$ cat src/rtl/seq_mul_32.sv
// rtl/seq_mul_32.sv - iterative 32x32->64 unsigned shift-and-add multiplier with carry-select accumulator

// 64-bit carry-select adder: 16-bit blocks precompute both carry-in cases
// so the block carry chain is just a mux per block.
module csa_64 (
  input  logic [63:0] a_i,
  input  logic [63:0] b_i,
  input  logic        c_in_i,
  output logic [63:0] sum_o,
  output logic        c_out_o
);

  localparam int BLK  = 16;
  localparam int NBLK = 4;

  logic [NBLK:0] carry;

  assign carry[0] = c_in_i;

  for (genvar g = 0; g < NBLK; g++) begin : g_blk
    logic [BLK:0] s0;
    logic [BLK:0] s1;

    assign s0 = {1'b0, a_i[g*BLK +: BLK]} + {1'b0, b_i[g*BLK +: BLK]};
    assign s1 = {1'b0, a_i[g*BLK +: BLK]} + {1'b0, b_i[g*BLK +: BLK]} + 17'd1;
    assign sum_o[g*BLK +: BLK] = carry[g] ? s1[BLK-1:0] : s0[BLK-1:0];
    assign carry[g+1]          = carry[g] ? s1[BLK]     : s0[BLK];
  end

  assign c_out_o = carry[NBLK];

endmodule

// Multiplier: accept operands in IDLE, run exactly 32 conditional adds,
// then hold the product in DONE until the consumer takes it.
module seq_mul_32 (
  input  logic        clk,
  input  logic        rst_n,
  input  logic        in_valid,
  output logic        in_ready,
  input  logic [31:0] a,
  input  logic [31:0] b,
  output logic        out_valid,
  input  logic        out_ready,
  output logic [63:0] product
);

  typedef enum logic [1:0] {
    IDLE = 2'd0,
    RUN  = 2'd1,
    DONE = 2'd2
  } state_t;

  state_t      state_q;
  logic [63:0] mcand_q;
  logic [31:0] mplier_q;
  logic [63:0] acc_q;
  logic [5:0]  cnt_q;

  logic [63:0] sum;
  logic        sum_c_out;
  logic [63:0] acc_d;

  csa_64 u_csa (
    .a_i     (acc_q),
    .b_i     (mcand_q),
    .c_in_i  (1'b0),
    .sum_o   (sum),
    .c_out_o (sum_c_out)
  );

  // Add the shifted multiplicand only when the current multiplier bit is set.
  always_comb begin
    acc_d = acc_q;
    if (mplier_q[0]) begin
      acc_d = sum;
    end
  end

  // Handshake flags decode registered state only; no input-to-output path.
  assign in_ready  = (state_q == IDLE);
  assign out_valid = (state_q == DONE);
  assign product   = acc_q;

  // Control FSM and datapath registers; reset wins over accept and completion.
  always_ff @(posedge clk) begin
    if (!rst_n) begin
      state_q  <= IDLE;
      mcand_q  <= 64'd0;
      mplier_q <= 32'd0;
      acc_q    <= 64'd0;
      cnt_q    <= 6'd0;
    end else begin
      case (state_q)
        IDLE: begin
          if (in_valid) begin
            mcand_q  <= {32'd0, a};
            mplier_q <= b;
            acc_q    <= 64'd0;
            cnt_q    <= 6'd0;
            state_q  <= RUN;
          end
        end
        RUN: begin
          acc_q    <= acc_d;
          mcand_q  <= {mcand_q[62:0], 1'b0};
          mplier_q <= {1'b0, mplier_q[31:1]};
          cnt_q    <= cnt_q + 6'd1;
          if (cnt_q == 6'd31) begin
            state_q <= DONE;
          end
        end
        DONE: begin
          if (out_ready) begin
            state_q <= IDLE;
          end
        end
        default: state_q <= IDLE;
      endcase
    end
  end

  // A 32-bit by 32-bit partial sum always fits in 64 bits, so the adder never carries out.
  a_no_carry_out: assert property (@(posedge clk) disable iff (!rst_n)
    !(state_q == RUN && mplier_q[0] && sum_c_out));

endmodule

$ cat config.mk
export PLATFORM = sky130hd
export DESIGN_NAME = seq_mul_32
export DESIGN_NICKNAME = d
export VERILOG_FILES = /design/src/rtl/seq_mul_32.sv
export SDC_FILE = /design/constraint.sdc
export NUM_CORES = 1
export LEC_CHECK = 0
export CORE_MARGIN = 8
export CORE_UTILIZATION = 25
export CTS_CLUSTER_SIZE = 30
export DETAILED_ROUTE_END_ITERATION = 10
export HOLD_SLACK_MARGIN = 0.15
export PLACE_DENSITY = 0.42
export SYNTH_ARGS = -nofsm -noshare
export SYNTH_HDL_FRONTEND = slang
export SYNTH_SLANG_ARGS = --single-unit
$ cat constraint.sdc
create_clock -name clk -period 11.4 [get_ports clk]
set_input_delay 2.28 -clock clk [delete_from_list [all_inputs] [get_ports clk]]
set_output_delay 2.28 -clock clk [all_outputs]
set_load 0.02 [all_outputs]
Yosys cells after proc, flatten, opt, wreduce, memory -nomap -nowiden
Cells that the tools add are included.
Widths: inputs -> output; s select.

word-level totals
  bits in registers = 168
  bits of input ports = 68
  output and inout port bits = 66
  logic and storage cells = 43

cells by class
  add/subtract/negate cells = 8
  eq/ne operators = 7
  muxes and demuxes = 18
  reductions and logical operators = 5

operators with widths
  operator               count
  $pmux 64 s2            2
  $mux 64                3
  $pmux 32 s2            1
  $add 16x16->17         3
  $mux 16                3
  $add 17x1->17 const B  2
  $mux 32                1
  $add 16x1->16 const B  1
  $add 16x16->16         1
  $pmux 6 s2             1
  $add 6x1->6 const B    1
  $eq 6x5->1 const B     1
  $mux 2                 3
  $mux 6                 1
  $ne 2x2->1 const B     3
  $pmux 2 s3             1
  $reduce_and 3->1       2
  $eq 2x1->1 const B     1
  $eq 2x2->1 const B     1
  $logic_not 2->1        1
  $mux 1                 2
  $ne 2x1->1 const B     1
  $reduce_and 2->1       1
  $reduce_bool 2->1      1

Longest topological paths before layout
Gate-level depths: netlist of run 1.

  depth after elaboration = 7
  mapped depth = 15
  depth with buffers taken out = 15

Hierarchy
A second synthesis of run 1 with hierarchy kept.

unflattened totals
  cells, all modules = 1458
  area total of the unflattened synthesis = 11944.0 um2

modules (own cells, without submodules)
  module      instances  cells an instance  area an instance (um2)  sequential area each (um2)
  seq_mul_32  1          794                7235.7                  3363.2
  csa_64      1          664                4708.3                  0.0

Least setup slack after synthesis of run 1
No wires, ideal clock.

  path kind = register to register
  start point = register acc_q[16], in the netlist product[16]
  end point = register acc_q[63], in the netlist product[63]
  setup time = 119 ps
  arrival time = 4155 ps
  required time = 11281 ps
  slack = 7125 ps
  stages on the path, launching flop included = 16
  buffers on the path = 0
  clock period less this slack = 4275 ps
  cells stage by stage = dfxtp_1 > ha_1 > inv_1 > fa_1 > nor2b_1 > o31ai_2 > a2111oi_0 > nor3_1 > nor3_2 > nor4_4 > a211o_1 > a2111oi_4 > xnor2_1 > or4_4 > a41oi_1 > o21bai_1

on the way
  cells in the longest elaborated chain, start to end = 7

ends and longest elaborated chain
  element                  RTL line  RTL
  from (decl)              57        logic [63:0] acc_q;
  from (signal assigned)   91        acc_q <= 64'd0;
  from (signal assigned)   99        acc_q <= 64'd0;
  from (signal assigned)   105       acc_q <= acc_d;
  $add 16x16->17 (*)       24, 25
  $add 17x1->17            25        assign s1 = {1'b0, a_i[g*BLK +: BLK]} + {1'b0, b_i[g*BLK +: BLK]} + 17'd1;
  $mux 1 (*) (2 in a row)  27        assign carry[g+1] = carry[g] ? s1[BLK] : s0[BLK];
  $mux 16 (*)              26        assign sum_o[g*BLK +: BLK] = carry[g] ? s1[BLK-1:0] : s0[BLK-1:0];
  $mux 64 (*)              75        if (mplier_q[0]) begin
  $pmux 64 s2 (*)          94        case (state_q)

Mark *: on every way between the ends. The rest lies on a longest branch, timed or not. The select of a mux whose other input is x is not followed.
A chain may end at the register's enable or synchronous reset.

Worst setup path after layout of run 1
  start point = register mcand_q[16]
  end point = register acc_q[63], in the netlist product[63]

on the way
  cells in the longest elaborated chain, start to end = 7

ends and longest elaborated chain
  element                  RTL line  RTL
  from (decl)              55        logic [63:0] mcand_q;
  from (signal assigned)   97        mcand_q <= {32'd0, a};
  from (signal assigned)   106       mcand_q <= {mcand_q[62:0], 1'b0};
  $add 16x16->17 (*)       24, 25
  $add 17x1->17            25
  $mux 1 (*) (2 in a row)  27
  $mux 16 (*)              26
  $mux 64 (*)              75
  $pmux 64 s2 (*)          94

Marks and branches as above.

==> impl_metrics.json, run 1 <==
{
  "status": "finished, final reports clean",
  "fmax_ghz": 0.206,
  "async_flop_share_pct": 0,
  "yosys_warnings": 0,
  "ir_drop_mv": 0.0848,
  "htree_num_levels": 4,
  "cts_hold_buf": 0,
  "rsz0062_at_grt": "no",
  "r2r_end": "product[63]",
  "seq_area_frac_synth_pct": 32.3,
  "ys_seq_elements": 168,
  "clock_latency_ns": 0.44,
  "timing.final.crit_period_ns": 4.85,
  "syn-num-nets": 1430,
  "synth_common_cells": "nor2_1, dfxtp_1, nand2_1, a21oi_1, clkbuf_1",
  "io_pins": 134,
  "power_density_nw_per_um2": 109,
  "antenna_found_initial": 0,
  "first_pass_iters": 5,
  "p_leak_nw": 4.87,
  "avgSynthCellArea_um2": 8.07,
  "yosys.area.top_type": "dfxtp_1",
  "route.detailed.drc": 0,
  "post_cts_buffers": 0,
  "cp-start-kind": "flip-flop",
  "synth_edf_count": 0,
  "worstPathRequired_ns": 11.77,
  "netlist_top_cells_area": "dfxtp_1, ha_1, nor2_1",
  "area_growth_pct": 22.7,
  "cts_root_buf": "clkbuf_16",
  "cts.sinks": 168,
  "setup_viol": 0,
  "dieWidth_um": 220,
  "stdcell_area_um2": 12800,
  "start_util_pct": 25.1,
  "first_iter_violations": 529,
  "dpl_cell_area_um2": 12200,
  "ys.flop_type": "dfxtp_1",
  "r2r-start": "mcand_q[16]",
  "slew_violations": 0,
  "skew_ns": 0.0107,
  "path_max_fanout": 9,
  "place.gp.congestion": 0.790,
  "routedWlPerCell_um": 17.1,
  "path_class": "flip-flop to flip-flop",
  "cts-resized-gates": 0,
  "final_layout_size_suffix_gt1_share_pct": 7.19,
  "whs_path_depth": 2,
  "core_um2": 41600,
  "fin_ws_ns": 6.55,
  "fp.dieH_um": 220,
  "min-delay-start": "cnt_q[5]",
  "synth_area_um2": 10400,
  "ant_nets": 0,
  "clockBufferDepth": 2,
  "cp-end-kind": "flip-flop",
  "hold_end": "cnt_q[5]",
  "detailedPlace.worstSlack_ns": 6.22,
  "fin_tns_setup_ns": 0,
  "dp_hpwl_um": 23300,
  "drt-total-wl_um": 32900,
  "grt_start_max_net_pins": 85,
  "reg2reg_slack_ns": 6.55,
  "synth.distinct_cells": 64,
  "worst_slew_pin_slew_ns": 1.14,
  "cts_tree": "done",
  "grt_pass1_wl_um": 51800,
  "hold_path_class": "flip-flop to flip-flop",
  "max_cap_violations": 0,
  "synth.most_common_cell": "nor2_1",
  "numPortBuffers": 133,
  "relSlewSlack_pct": 23.9,
  "grt_pass1_vias": 9317,
  "synth_cells": 1291,
  "arrival_ns": 5.23,
  "yosys.area.top_type_share_pct": 32.3,
  "post-route-period-util_pct": 42.6,
  "vias": 9583,
  "hold_viol": 0,
  "vias_per_cell": 4.97,
  "grt_overflow": 0,
  "cts_buffers": 17,
  "reg2regPathDepth": 15,
  "rows": 75,
  "dieArea_um2": 48500,
  "clk_pin_slew_ns": 0.07,
  "nets": 1516,
  "grt_util_all_layers_pct": 13.4
}
[power breakdown]
group          leakage, nW  internal, mW  switching [mW]  total, mW
sequential            1.37         0.610          0.0186      0.628
combinational         3.23        0.0829           0.107      0.190
clock                0.269         0.305           0.274      0.579
total                 4.87         0.998           0.400       1.40
[stage by stage]
step / util (%) / instances / power [mW] / hold WS (ns)
CTS: 30.8 / 1929 / 1.42 / 0.475
floorplan: - / 1291 / 0.764 / 0.434
detailed placement: 29.4 / 1897 / 0.834 / 0.462
finish: 30.8 / 1930 / 1.40 / 0.473
global placement: 29.4 / 1897 / 0.833 / 0.451
global route: 30.8 / 1929 / 1.47 / 0.511
[worst max-delay path by stage]
stage / from / depth (start not counted) / slack, ns / end
after floorplan: product[16] / 15 / 7.13 / product[63]
after global placement: in_valid / 8 / 6.21 / cnt_q[4]
after detailed placement: in_valid / 8 / 6.22 / cnt_q[4]
after CTS: mcand_q[16] / 15 / 6.50 / product[63]
after global routing: mcand_q[16] / 15 / 6.06 / product[52]
final: mcand_q[16] / 15 / 6.55 / product[63]
[layout by cell type (no fill, tap or decap), types with 18 or more instances in the layout]
cell type and instances:
xnor2_1 52, inv_1 34, a22oi_1 63, a21oi_1 97, nor2_1 179, ha_1 67, o221a_2 40, nor3_1 18
nand2_1 121, nor2b_1 51, a311oi_1 22, nand3_1 20, a21o_1 18, xor2_1 33, o21ai_0 65, clkdlybuf4s50_1 132
dfxtp_1 166
[worst max-delay path, stage by stage (launching register included)]
cell and delay (ns):
dfxtp_1 0.38, ha_1 0.21, inv_1 0.06, fa_1 0.39, nor2b_1 0.23, o31ai_2 0.15
a2111oi_0 0.68, nor3_1 0.13, nor3_2 0.38, nor4_4 0.10, a211o_1 0.40, a2111oi_4 0.40
xnor2_1 0.30, or4_4 0.61, a211oi_2 0.21, o21bai_1 0.14
[flip-flops by register name, indices dropped and copies added, names as in the netlist]
register and flops:
mcand_q 64, product 64, mplier_q 32, cnt_q 6
state_q 2
[routing by layer]
layer  share of wire [%]  GRT usage, %  vias up
met2                  46          21.9      137
met4                0.75          2.93        0
li1                    -             -     4859
met3                 3.5          2.84       12
met1                  50          18.0     4575
met5                   0             0        -
[area by class of cell]
| class | instances | area (um^2) |
|---|---|---|
| fillers | 4438 | 28800 |
| flip-flops and latches | 168 | 3370 |
| inverters | 35 | 131 |
| multi-input cells | 1014 | 6670 |
| clock buffers | 17 | 425 |
| well taps | 539 | 674 |
| repair buffers | 141 | 1390 |
| clock inverters | 15 | 143 |
| diodes | 1 | 2.50 |
[kinds of logic (layout without fill, tap and decap cells)]
logic type	count (synthesis)	count (layout)	synth area share [%]
muxes	3	3	0.288
DFF	168	168	32.3
and+or+nand+nor	460	460	20.5
other	0	1	0
buffers and inverters	109	208	3.93
AOI/OAI and AO/OA	395	395	27.0
adders and majority gates	71	71	8.81
xor gates and xnor gates	85	85	7.14
No activity file was read; power rests on OpenSTA's default activity.
==> run 2: changes to the inputs <==
==> constraint.sdc (replaced) <==
create_clock -name clk -period 4.67 [get_ports clk]
set_input_delay 0.934 -clock clk [delete_from_list [all_inputs] [get_ports clk]]
set_output_delay 0.934 -clock clk [all_outputs]
set_load 0.02 [all_outputs]
==> run 2 against run 1 <==
Worst setup slack got worse by 6.3 ns. Cell area rose by 1.3%. Final cell count rose by 0.78%. First-iteration DRC count rose by 0.19%. Largest cell class unchanged. Sequential share of layout area fell by 0.34 points. Clock skew rose by 0.0014 ns. Critical path type unchanged. Sequential power rose by 150%. Clock power rose by 150%. Non-clock buffer count rose by 16. Count of clock-buffer cells in the layout rose by 5.
==> impl_metrics.json, run 2 (same netlist as run 1, synthesis figures left out) <==
{
  "status": "finished, final reports clean",
  "nets": 1532,
  "setup_viol": 0,
  "dieWidth_um": 220,
  "grt_util_all_layers_pct": 13.6,
  "hold_path_class": "flip-flop to flip-flop",
  "first_iter_violations": 530,
  "r2r-start": "mcand_q[16]",
  "dp_hpwl_um": 23500,
  "io_pins": 134,
  "hold_viol": 0,
  "vias_per_cell": 4.91,
  "path_delay_family": "compound AO/OA/AOI/OAI gates",
  "place.gp.congestion": 0.819,
  "hold_end": "cnt_q[5]",
  "p_leak_nw": 4.96,
  "rows": 75,
  "first_pass_iters": 4,
  "grt_pass1_wl_um": 52400,
  "clock_latency_ns": 0.45,
  "htree_num_levels": 4,
  "vias": 9551,
  "antenna_found_initial": 0,
  "area_growth_pct": 24.3,
  "rsz0062_at_grt": "no",
  "timing.final.crit_period_ns": 4.39,
  "arrival_ns": 4.73,
  "cts_buffers": 17,
  "reg2reg_slack_ns": 0.28,
  "final_layout_size_suffix_gt1_share_pct": 8.32,
  "slowest_stage": "or4_4",
  "whs_path_depth": 2,
  "detailedPlace.worstSlack_ns": 0.121,
  "path_class": "flip-flop to flip-flop",
  "cts_tree": "done",
  "cp-end-kind": "flip-flop",
  "fp.dieH_um": 220,
  "fillers": 4387,
  "drt-total-wl_um": 33000,
  "ant_nets": 0,
  "timing.hold.ws_ns": 0.477,
  "reg2regPathDepth": 16,
  "power_density_nw_per_um2": 266,
  "grt_pass1_vias": 9519,
  "skew_ns": 0.0122,
  "route.detailed.drc": 0,
  "fmax_ghz": 0.228,
  "routedWlPerCell_um": 17.0,
  "fin_tns_setup_ns": 0,
  "grt_overflow": 0,
  "slew_violations": 0,
  "clockBufferDepth": 2,
  "start_util_pct": 25.1,
  "clk_pin_slew_ns": 0.07,
  "cts.sinks": 168,
  "dieArea_um2": 48500,
  "cts_hold_buf": 0,
  "layout_common_cells": "nor2_1, dfxtp_1, clkdlybuf4s50_1, nand2_1, a21oi_1",
  "cp_cell_sequence": "ha_1, inv_1, fa_1, nor2b_1, o31ai_2, a2111oi_2, buf_4, nor3_1, nor3_2, nor4_4, a211o_1, a2111oi_4, xnor2_2, or4_4, a41oi_1, o21bai_1",
  "min-delay-start": "cnt_q[5]",
  "antenna_cells": 0,
  "ir_drop_mv": 0.226,
  "numPortBuffers": 133,
  "layout_commonest_cell": "nor2_1",
  "worstPathRequired_ns": 5.01,
  "worst_slew_pin_slew_ns": 1.04,
  "max_cap_violations": 0,
  "core_um2": 41600,
  "relSlewSlack_pct": 30.4,
  "post-route-period-util_pct": 94.0,
  "r2r_end": "product[63]",
  "cts_root_buf": "clkbuf_16",
  "cpPeakStageDelay_ns": 0.57,
  "grt_start_max_net_pins": 65,
  "cp-start-kind": "flip-flop",
  "worst-path-buf-inv": 2,
  "path_max_fanout": 6,
  "fin_ws_ns": 0.278
}
==> run 2: cell types whose count changed in the layout (fill, tap and decap cells not counted), moves of 2 or more <==
cell	delta
buf_4	+15
clkbuf_1	+4
a2111oi_0	-2
a2111oi_2	+2
clkinv_4	-2
inv_6	-2
==> run 2: final cells by class <==
| type | count | area [um^2] | share of cell area (%) |
|---|---|---|---|
| Sequential cell | 168 | 3370 | 26.0 |
| Multi-Input combinational cell | 1014 | 6700 | 51.7 |
| Timing Repair Buffer | 157 | 1520 | 11.7 |
| Tap cell | 539 | 674 | 5.20 |
| Inverter | 35 | 131 | 1.01 |
| Clock inverter | 10 | 119 | 0.917 |
| Clock buffer | 22 | 454 | 3.50 |
==> run 2: worst reg2reg max path, delay by kind of cell (launching register included) <==
family                   cells  cell delay (ns)
AND/OR/NAND/NOR              5             1.22
AO/OA/AOI/OAI                6             1.68
buffers and inverters        2             0.24
adder cells (fa/ha/maj)      2             0.60
flip-flops                   1             0.36
XOR/XNOR                     1             0.18
==> run 2: how the worst max path moves through the flow <==
stage	start	endpoint	slack [ns]	depth (start not counted)
after global placement	product[16]	product[63]	0.15	16
final	mcand_q[16]	product[63]	0.28	16
after floorplan	product[16]	product[63]	0.40	15
after CTS	mcand_q[16]	product[63]	0.11	15
after global routing	product[16]	product[63]	0.04	15
after detailed placement	mcand_q[16]	product[63]	0.12	15
==> run 2: layer usage <==
metal	up-vias	track usage (%)	share of wire (%)
li1	4873	-	-
met1	4544	18.2	50
met2	120	22.1	45
met3	14	3.18	4.2
met4	0	3.09	0.75
met5	-	0	0
==> run 2: power breakdown <==
group          internal, mW  switching, mW  leakage (nW)
sequential             1.49         0.0476          1.37
combinational         0.210          0.264          3.32
clock                 0.804          0.629         0.271
==> run 2: per-stage QoR <==
stage / cell area [um^2] / power [mW] / cells / util (%)
final: 13000 / 3.44 / 1945 / 31.2
after detailed placement: 12300 / 2.05 / 1912 / 29.7
after floorplan: 10400 / 1.86 / 1291 / -
after global placement: 12300 / 2.05 / 1912 / 29.7
after global routing: 13000 / 3.63 / 1945 / 31.2
after CTS: 12900 / 3.51 / 1944 / 31.1
==> run 2: what timing repair did <==
action                     4_1_cts  5_1_grt
setup endpoints to repair        0        6
buffers inserted                 0        1
gates resized for setup          0        7
